==> config.mk <==
export PLATFORM = sky130hd
export DESIGN_NAME = load_store_unit
export DESIGN_NICKNAME = d
export VERILOG_FILES = /design/src/rtl/load_store_unit_pkg.sv /design/src/rtl/lsu_extend.sv /design/src/rtl/load_store_unit.sv
export SDC_FILE = /design/constraint.sdc
export NUM_CORES = 1
export LEC_CHECK = 0
export BUFFER_PORTS_ARGS = -buffer_cell sky130_fd_sc_hd__buf_2
export CAP_MARGIN = 15
export CORE_MARGIN = 3
export CORE_UTILIZATION = 52
export DETAILED_ROUTE_END_ITERATION = 10
export PLACE_DENSITY = 0.8
export REMOVE_ABC_BUFFERS = 1
export SKIP_CTS_REPAIR_TIMING = 1
export SYNTH_ARGS = -nofsm -noshare
export SYNTH_HDL_FRONTEND = slang
export SYNTH_SLANG_ARGS = --single-unit
==> constraint.sdc <==
create_clock -name clk -period 3.1 [get_ports clk]
set_clock_uncertainty 0.1 [all_clocks]
set_input_delay 0.465 -clock clk [delete_from_list [all_inputs] [get_ports clk]]
set_output_delay 0.465 -clock clk [all_outputs]
set_load 0.05 [all_outputs]
==> src/rtl/load_store_unit_pkg.sv <==
// Shared types and helpers for the byte-serial load/store unit.
package load_store_unit_pkg;

  // Memory access width, encoded exactly as the instruction funct3 field.
  typedef enum logic [2:0] {
    MW_B  = 3'b000,
    MW_H  = 3'b001,
    MW_W  = 3'b010,
    MW_BU = 3'b100,
    MW_HU = 3'b101
  } mem_width_t;

  typedef enum logic [1:0] {
    ST_IDLE   = 2'd0,
    ST_ACCESS = 2'd1,
    ST_DONE   = 2'd2
  } lsu_state_t;

  // Number of byte accesses for a width; illegal encodings never reach ACCESS.
  function automatic logic [2:0] width_to_bytes(input logic [2:0] width);
    case (width)
      MW_H, MW_HU: width_to_bytes = 3'd2;
      MW_W:        width_to_bytes = 3'd4;
      default:     width_to_bytes = 3'd1;
    endcase
  endfunction

endpackage

==> src/rtl/lsu_extend.sv <==
// Sign/zero extension of assembled load data.
module lsu_extend
  import load_store_unit_pkg::*;
(
  input  logic [31:0] ld_buf,
  input  logic [2:0]  width,
  input  logic        kill,
  output logic [31:0] rdata
);

  // Extend according to width; kill forces zero for stores, errors and non-DONE cycles.
  always_comb begin
    rdata = '0;
    if (!kill) begin
      case (width)
        MW_B:    rdata = {{24{ld_buf[7]}}, ld_buf[7:0]};
        MW_H:    rdata = {{16{ld_buf[15]}}, ld_buf[15:0]};
        MW_W:    rdata = ld_buf;
        MW_BU:   rdata = {24'd0, ld_buf[7:0]};
        MW_HU:   rdata = {16'd0, ld_buf[15:0]};
        default: rdata = '0;
      endcase
    end
  end

endmodule

==> src/rtl/load_store_unit.sv <==
// Byte-serial load/store engine between the control FSM and a byte-wide RAM.
//
//   state     | meaning
//   ----------+-------------------------------------------------------
//   ST_IDLE   | ready for a request; latch and check it on req_valid
//   ST_ACCESS | one byte per cycle, little-endian, byte_idx 0..N-1
//   ST_DONE   | single-cycle done pulse with err/rdata, then IDLE
module load_store_unit
  import load_store_unit_pkg::*;
#(
  parameter int ADDR_W = 32
) (
  input  logic              clk,
  input  logic              rst_n,
  input  logic              req_valid,
  output logic              req_ready,
  input  logic              req_write,
  input  logic [2:0]        req_width,
  input  logic [ADDR_W-1:0] req_addr,
  input  logic [31:0]       req_wdata,
  output logic              done,
  output logic              err,
  output logic [31:0]       rdata,
  output logic              busy,
  output logic [ADDR_W-1:0] mem_addr,
  output logic              mem_we,
  output logic [7:0]        mem_wdata,
  input  logic [7:0]        mem_rdata
);

  lsu_state_t        state, state_nxt;
  logic [1:0]        byte_idx;
  logic              wr_q;
  logic [2:0]        width_q;
  logic [ADDR_W-1:0] addr_q;
  logic [31:0]       wdata_q;
  logic [31:0]       ld_buf;
  logic              err_q;

  logic              accept;
  logic              req_bad;
  logic              last_byte;

  assign accept    = (state == ST_IDLE) && req_valid;
  assign last_byte = ({1'b0, byte_idx} == (width_to_bytes(width_q) - 3'd1));

  // Legality of the incoming request: bad encodings, unsigned stores, misalignment.
  always_comb begin
    req_bad = 1'b0;
    case (req_width)
      MW_B:        req_bad = 1'b0;
      MW_H:        req_bad = req_addr[0];
      MW_W:        req_bad = (req_addr[1:0] != 2'b00);
      MW_BU:       req_bad = req_write;
      MW_HU:       req_bad = req_write | req_addr[0];
      default:     req_bad = 1'b1;
    endcase
  end

  // State register.
  always_ff @(posedge clk or negedge rst_n) begin
    if (!rst_n) state <= ST_IDLE;
    else        state <= state_nxt;
  end

  // Next-state logic.
  always_comb begin
    state_nxt = state;
    case (state)
      ST_IDLE:   if (req_valid) state_nxt = req_bad ? ST_DONE : ST_ACCESS;
      ST_ACCESS: if (last_byte) state_nxt = ST_DONE;
      ST_DONE:   state_nxt = ST_IDLE;
      default:   state_nxt = ST_IDLE;
    endcase
  end

  // Request capture, byte index and load byte assembly.
  always_ff @(posedge clk or negedge rst_n) begin
    if (!rst_n) begin
      byte_idx <= '0;
      wr_q     <= 1'b0;
      width_q  <= '0;
      addr_q   <= '0;
      wdata_q  <= '0;
      ld_buf   <= '0;
      err_q    <= 1'b0;
    end else if (accept) begin
      byte_idx <= '0;
      wr_q     <= req_write;
      width_q  <= req_width;
      addr_q   <= req_addr;
      wdata_q  <= req_wdata;
      ld_buf   <= '0;
      err_q    <= req_bad;
    end else if (state == ST_ACCESS) begin
      if (!wr_q) ld_buf[{byte_idx, 3'b000} +: 8] <= mem_rdata;
      if (!last_byte) byte_idx <= byte_idx + 2'd1;
    end
  end

  // Outputs are decoded from registered state; mem_we follows the async reset.
  assign req_ready = (state == ST_IDLE);
  assign busy      = (state != ST_IDLE);
  assign done      = (state == ST_DONE);
  assign err       = done & err_q;
  assign mem_we    = (state == ST_ACCESS) & wr_q;
  assign mem_addr  = addr_q + ADDR_W'(byte_idx);
  assign mem_wdata = wdata_q[{byte_idx, 3'b000} +: 8];

  lsu_extend u_extend (
    .ld_buf (ld_buf),
    .width  (width_q),
    .kill   (!done | err_q | wr_q),
    .rdata  (rdata)
  );

endmodule

# After elaboration in Yosys (flattened, before gate mapping)
# Cells that the tools add are included.
dict set report classes {
  shift 3
  n_bitwise 5
  n_mux 15
  eq_ne 15
  add_sub_neg 4
  reduce_logical 12
}
# cell n
set op_table {}
lappend op_table {{one-hot mux 32 bit (5 select lines)} 1}
lappend op_table {{two-way mux 32 bit} 4}
lappend op_table {{adder 32 x 2 -> 32 bit} 1}
lappend op_table {{bitwise mux 32 bit} 1}
lappend op_table {{variable shift 8 x 7 -> 32 bit, first input constant} 1}
lappend op_table {{variable part select 32 x 6 -> 8 bit} 1}
lappend op_table {{variable part select 8 x 7 -> 32 bit} 1}
lappend op_table {{equality test 3 bit, second input constant} 4}
lappend op_table {{two-way mux 2 bit} 6}
lappend op_table {{negation 5 -> 7 bit} 1}
lappend op_table {{equality test 3 x 1 -> 1 bit, second input constant} 2}
lappend op_table {{equality test 3 x 2 -> 1 bit, second input constant} 2}
lappend op_table {{logical NOT 3 bit} 2}
lappend op_table {{!= test 2 bit, second input constant} 3}
lappend op_table {{one-hot mux 3 bit (2 select lines)} 1}
lappend op_table {{AND reduction 2 bit} 3}
lappend op_table {{nonzero test 2 bit} 3}
lappend op_table {{one-hot mux 1 bit (5 select lines)} 1}
lappend op_table {{one-hot mux 2 bit (2 select lines)} 1}
lappend op_table {{equality test 2 x 3 -> 1 bit} 1}
lappend op_table {{bitwise OR 1 bit} 3}
lappend op_table {{subtractor 3 x 1 -> 3 bit, second input constant} 1}
lappend op_table {{adder 2 x 1 -> 2 bit, second input constant} 1}
lappend op_table {{bitwise AND 1 bit} 2}
lappend op_table {{other kinds (7)} 7}
dict set report word_totals {
  output_inout_bits 77
  ff_bits 105
  wordCells 62
}

# Longest topological paths before layout
# Gate-level depths: netlist (run 1).
dict set report depth {
  depth_word 8
  mapped_depth 7
  ltp_nobuf 7
}

# Modules after synthesis
# From an unflattened synthesis (run 1), not the netlist that was laid out.
dict set report unflattened {
  cells_unflattened 596
  area_unflattened_um2 5502.8
}
# module seq_area_each_um2 area_each_um2 n_inst cells_each
set modules_own_cells {}
lappend modules_own_cells {load_store_unit 2627.5 5083.6 1 524}
lappend modules_own_cells {lsu_extend 0.0 419.2 1 72}

# Worst setup path after synthesis (run 1)
# Ideal clock, no wire load.
dict set report synth_path {
  kind {reg2out}
  startpoint {register state[0]}
  endpoint {output rdata[29]}
  n_path_buf 2
  stages_incl_launch_ff 7
  arrival_time_ns 2.817
  slack_ns -0.282
  required_ns 2.535
  path_cell_list {dfrtp_1 buf_2 nor2b_1 nor3b_2 nand2_1 buf_2 a21oi_1}
}
dict set report synth_via {
  elab_chain_len 5
}
# element line_no
set synth_rtl {}
lappend synth_rtl {{start, declared} load_store_unit.sv:31} ;# lsu_state_t state, state_nxt;
lappend synth_rtl {{start signal, assigned} load_store_unit.sv:63} ;# else state <= state_nxt;
lappend synth_rtl {{equality test 2 bit} load_store_unit.sv:104} ;# assign done = (state == ST_DONE);
lappend synth_rtl {{named net done} load_store_unit.sv:21} ;# output logic done,
lappend synth_rtl {{logical NOT 1 bit} load_store_unit.sv:113} ;# .kill (!done | err_q | wr_q),
lappend synth_rtl {{bitwise OR 1 bit (2 in series)} load_store_unit.sv:113}
lappend synth_rtl {{two-way mux 32 bit} lsu_extend.sv:14} ;# if (!kill) begin
lappend synth_rtl {{end, declared} load_store_unit.sv:23} ;# output logic [31:0] rdata,
# The timed path passes the listed nets, and every way through them passes these cells.

# Final worst setup path (run 1)
dict set report layout_path {
  startpoint {register addr_q[0]}
  endpoint {output mem_addr[22]}
}
dict set report layout_via {
  elab_chain_len 1
}
# element line_no
set layout_rtl {}
lappend layout_rtl {{start, declared} load_store_unit.sv:35} ;# logic [ADDR_W-1:0] addr_q;
lappend layout_rtl {{start signal, assigned} load_store_unit.sv:91} ;# addr_q <= req_addr;
lappend layout_rtl {{adder 32 x 2 -> 32 bit} load_store_unit.sv:107} ;# assign mem_addr = addr_q + ADDR_W'(byte_idx);
lappend layout_rtl {{end, declared} load_store_unit.sv:25} ;# output logic [ADDR_W-1:0] mem_addr,
# Every way passes these cells.

==> results of run 1 <==
==> layer usage <==
metal	vias up	track usage (%)	share of wire (%)
met1	2108	30.34	42
li1	2017	-	-
met3	15	5.851	8.9
met5	-	0	0.10
met4	2	6.763	1.3
met2	174	37.07	48
==> Yosys cell counts, types with 2 or more instances <==
library cell	count	area share, %
a21o_1	2	0.28
a21oi_1	20	1.8
a22o_1	24	3.9
a22oi_1	8	1.1
and2_1	3	0.34
and3_1	13	1.5
and4_1	5	0.80
buf_1	2	0.14
buf_2	9	0.83
buf_4	2	0.28
buf_6	6	1.2
clkbuf_1	7	0.48
dfrtp_1	105	48
ha_1	6	1.4
inv_1	6	0.41
mux2_2	68	14
mux4_2	8	3.3
nand2_1	59	4.1
nand2b_1	5	0.57
nand3_1	10	0.92
nand3b_1	2	0.28
nand4_1	14	1.6
nand4b_1	2	0.32
nor2_1	16	1.1
nor2b_1	3	0.34
nor3_1	5	0.46
nor3b_1	2	0.28
nor3b_2	2	0.46
nor4_1	2	0.23
o21ai_0	10	0.92
xnor2_1	28	4.5
xor2_1	3	0.48
==> logic make-up (layout without fill, tap and decap cells) <==
kind of cell,Yosys count,count (layout),share of synthesized area [%]
buffers and inverters,32,189,3.371
adders and majority gates,7,7,1.743
and+or+nand+nor,150,150,15.11
xor gates and xnor gates,31,31,4.977
DFF,105,105,48.17
muxes,77,77,17.52
AOI/OAI and AO/OA,72,72,9.106
==> per-stage QoR <==
| step | instance area [um2] | utilization, % | TNS (ns) | cells |
|---|---|---|---|---|
| after floorplan | 5294 | - | -39.90 | 448 |
| after global placement | 6344 | 63.44 | 0 | 746 |
| final | 6608 | 66.08 | -0.1138 | 764 |
| after detailed placement | 6344 | 63.44 | 0 | 746 |
| after CTS | 6525 | 65.25 | -1.444 | 762 |
| after global routing | 6608 | 66.08 | -0.9752 | 764 |
==> flip-flops by register name (all words and copies together) (netlist names) <==
register  cells
addr_q       32
state         2
wdata_q      32
err_q         1
wr_q          1
ld_buf       32
byte_idx      2
width_q       3
==> final cells by class <==
cell class                      instances  area [um2]
Tap cell                              133       166.4
Clock buffer                           12       155.1
Multi-Input combinational cell        337        2689
Sequential cell                       105        2628
Clock inverter                          4       26.28
Timing Repair Buffer                  167       920.9
Fill cell                             800        3392
Inverter                                6       22.52
==> power groups by stage <==
stage	Sequential (mW)	Combinational, mW	Clock [mW]
global placement	2.25	2.67	0
global route	2.35	2.97	0.873
CTS	2.26	2.73	0.817
floorplan	2.16	2.14	0
finish	2.27	2.77	0.799
detailed placement	2.29	2.72	0
==> worst paths after layout <==
kind / slack, ns / from / endpoint
min: -0.003 / rst_n / wdata_q[8]$_DFFE_PN0P_
max reg2reg: 0.71 / byte_idx[0]$_DFFE_PN0P_ / ld_buf[2]$_DFFE_PN0P_
min in group clk: 0.23 / req_wdata[16] / wdata_q[16]$_DFFE_PN0P_
max in group asynchronous: 2.20 / rst_n / addr_q[1]$_DFFE_PN0P_
min reg2reg: 0.40 / ld_buf[0]$_DFFE_PN0P_ / ld_buf[0]$_DFFE_PN0P_
max: -0.06 / addr_q[0]$_DFFE_PN0P_ / mem_addr[22]
==> run summary, run 1 <==
Routed vias - 4316
WS Path Type - flip-flop to output pin
Setup slack after layout - -0.06334 ns
Worst hold margin - -0.002558 ns
CTS Sinks - 105
Worst path required time - 2.53 ns
PD cells - 884.4 nW/um2
Crit share post-route - 102.0%
Critical path's most frequent cell - buf_4
Dpl hpwl - 9559 um
Crit-path leading delay family - simple AND/OR/NAND/NOR gates
Clk_lat worst skew - 0.36 ns
Syn Area/Cell - 11.51 um2
Actual slew at the worst max-slew pin - 0.7985 ns
Seq/Total Area, Yosys - 48.17%
RSZ-0062 raised after global routing - yes
# H-tree levels - 3
Crit-path cells - ha_2, inv_2, fa_2, nand4b_1, nor4_2, buf_4, nand4_1, xnor2_1, buf_4
Number of distinct library cells after synthesis - 49
FFs w/ async S/R, synth - 100.0%
Synth-to-layout area growth - 21.12%
Mapped Area - 5455 um2
GRT Util Overall - 22.82%
CTS Buf Count - 9
Total power - 5.844 mW
Largest net degree at the start of global routing - 61
First-pass GRT wire length - 21260 um
Worst path depth - 9
Pre-antenna DRT Iters - 4
DRT Wirelength - 12880 um
Max-Cap Viols - 0
Final Hold Vio Count - 8
Crit. End Element - output pin
Final min period - 3.163 ns
Worst path slowest cell - dfrtp_1
Worst VDD drop - 0.8045 mV
Vias per cell - 5.649
Fmax - 316.1 MHz
Internal power consumption - 3.156 mW
Initial antenna violation count - 1
Final setup violation count - 3
Post-synthesis register bit count - 105
Psw - 2.688 mW
GRT Residual Overflow - 0
Startpoint Class - flip-flop
Vias in the first global route - 4380
Die area - 11760 um2
Pleak - 3.033 nW
Drt wl/cell - 16.85 um
Status - finished, violations left
Dpl ws - 0.2387 ns
Worst R2R Path Depth - 6
CTS root buffer - clkbuf_8
Hold crit path type - input pin to asynchronous set/reset pin
Share of layout cells above drive strength 1 - 43.74%
Sequential power share - 38.9%
Die span in y - 108.4 um
Die span in x - 108.4 um
DR iter-0 viols - 191
PortBufs - 155
Critical Path Fanout Max - 5
Failing checks - hold timing, setup timing
Residual DRC - 0
Crit path buf inv count - 3
Critical path's largest stage delay - 0.38 ns
Post-Synthesis Cells - 474
Number of diodes - 0
Arrival time at the worst endpoint - 2.60 ns
Antenna Nets Post-Route - 0
Slew headroom - 46.66%
Synthesis Warnings - 0
Post-synth EDFFs - 0
Standard-cell rows - 36
Nets - 712
Final RePlAce weighted congestion - 0.8479
Net Sw Frac - 45.99%
CTS tree - built
Initial Util - 54.55%
Logic pwr share - 47.4%
Clock share of power - 13.7%
Core Region - 10000 um2
Final Slew Violations - 0
Bufs on Longest Clock Path - 2
Most frequent cells in the layout - 146 x buf_2, 105 x dfrtp_1, 68 x mux2_2
Most common cell after layout, fill and taps aside - buf_2
Most used DFF post-synth - dfrtp_1
I/O pins - 156
Clk pin slew, worst setup/hold paths - 0.10 ns
Power figures use the tool's default switching activity.
==> run 2, diff against run 1 <==
CORE_UTILIZATION = 56   (was 52)
PLACE_DENSITY = 0.85   (was 0.8)
clock period = 4 ns   (was 3.1 ns; I/O delays follow)
==> run summary, run 2 (synthesis results as in run 1) <==
Status - completed
Reg2reg start - byte_idx[0]$_DFFE_PN0P_
Met3 routed WL - 1133 um
Number of diodes - 0
Net Sw Frac - 46.57%
Drt wl/cell - 17.21 um
Fmax - 285.2 MHz
Finished Cell Area - 6485 um2
Logic pwr share - 47.0%
CTS root buffer - clkbuf_8
CTS Sinks - 105
GRT Util Overall - 24.34%
Multi-input gate area - 2655 um2
DRT Wirelength - 13010 um
Die span in y - 104.7 um
Actual slew at the worst max-slew pin - 0.9459 ns
Worst R2R Path Depth - 5
Crit. End Element - output pin
Final core utilization - 69.20%
Final setup violation count - 0
Die span in x - 104.7 um
CTS tree - built
Standard-cell rows - 35
Final RePlAce weighted congestion - 0.9030
PortBufs - 155
Bufs on Longest Clock Path - 2
Synth-to-layout area growth - 18.88%
Final Slew Violations - 0
Dpl hpwl - 9650 um
Final min period - 3.506 ns
Critical Path Fanout Max - 24
DR iter-0 viols - 234
Routed vias - 4280
Highest metal used - met4
Pleak - 2.975 nW
Placed cell areas - 6299 um2
Startpoint Class - flip-flop
Vias in the first global route - 4431
Psw - 2.079 mW
Internal power consumption - 2.385 mW
Most frequent cells in the layout - 154 x buf_2, 105 x dfrtp_1, 68 x mux2_2
Worst hold margin - 0.2182 ns
Pre-antenna DRT Iters - 4
Sequential power share - 39.3%
Share of layout cells above drive strength 1 - 42.11%
CTS Buf Count - 9
Vias per cell - 5.661
Largest net degree at the start of global routing - 67
Worst R2R Setup Slack - 1.53 ns
Crit share post-route - 87.64%
Initial Util - 58.21%
Clk pin slew, worst setup/hold paths - 0.10 ns
Antenna Nets Post-Route - 0
Sequential Area - 2628 um2
RR Endpoint - ld_buf[1]$_DFFE_PN0P_
WS Path Type - flip-flop to output pin
Nets - 708
First-pass GRT wire length - 21780 um
Residual DRC - 0
Slew headroom - 36.94%
Max-Cap Viols - 0
Fill count - 747
# H-tree levels - 3
Clk_lat worst skew - 0.36 ns
RSZ-0062 raised after global routing - no
Final setup TNS - 0 ns
Wire length on met1 - 5293 um
Die area - 10960 um2
Worst path required time - 3.30 ns
Initial antenna violation count - 1
GRT Residual Overflow - 0
Final Hold Vio Count - 0
I/O pins - 156
Clock share of power - 13.7%
Most common cell after layout, fill and taps aside - buf_2
Hold crit path type - input pin to asynchronous set/reset pin
PD cells - 688.3 nW/um2
Met2 WL - 6389 um
Arrival time at the worst endpoint - 2.81 ns
Core Region - 9371 um2
Top Registers - addr_q (32), ld_buf (32), wdata_q (32)
Worst VDD drop - 0.5713 mV
==> run 2: cell count changes in the layout (fill, tap and decap cells not counted), sizes merged <==
cell,change
clkbuf,-4
buf,-1
clkinv,+1
==> run 2: through the flow <==
stage | total power, mW | setup slack [ns] | std cells
after floorplan | 3.329 | 0.08904 | 448
after global placement | 3.793 | 0.7383 | 740
after detailed placement | 3.874 | 0.6729 | 740
after CTS | 4.482 | 0.2674 | 756
after global routing | 4.719 | 0.2059 | 756
final | 4.464 | 0.4943 | 756
==> run 2: per-layer routing <==
layer	GRT usage, %	vias up
met5	0	-
li1	-	2006
met4	6.560	0
met1	31.07	2087
met2	40.77	172
met3	7.165	15
==> run 2: how the worst max path moves through the flow <==
stage	from	end	slack [ns]	depth (start not counted)
finish	state[1]$_DFFE_PN0P_	rdata[17]	0.49	5
global route	state[1]$_DFFE_PN0P_	rdata[26]	0.21	5
CTS	addr_q[0]$_DFFE_PN0P_	mem_addr[26]	0.27	8
detailed placement	addr_q[0]$_DFFE_PN0P_	mem_addr[26]	0.67	8
global placement	byte_idx[0]$_DFFE_PN0P_	mem_addr[26]	0.74	8
floorplan	byte_idx[0]$_DFFE_PN0P_	mem_addr[18]	0.09	7
==> run 2: cell type report <==
class | instances | share of cell area [%]
inverter | 6 | 0.3473
tap | 129 | 2.489
multi-input combinational | 337 | 40.94
timing repair buffer | 163 | 12.93
clock inverter | 5 | 0.5981
sequential | 105 | 40.52
clock buffer | 11 | 2.180
==> run 2: power groups by stage <==
stage	sequential (mW)	clock, mW	combinational (mW)
floorplan	1.67	0	1.66
global placement	1.73	0	2.06
detailed placement	1.77	0	2.10
CTS	1.75	0.619	2.11
global route	1.82	0.664	2.24
finish	1.75	0.610	2.10
==> run 2: worst max-delay path, stage by stage, from the launching register on <==
cell and delay (ns):
dfrtp_1 0.55, nor2b_1 0.24, nor3b_2 0.47, nand2_1 0.57, a21oi_1 0.31, buf_2 0.30
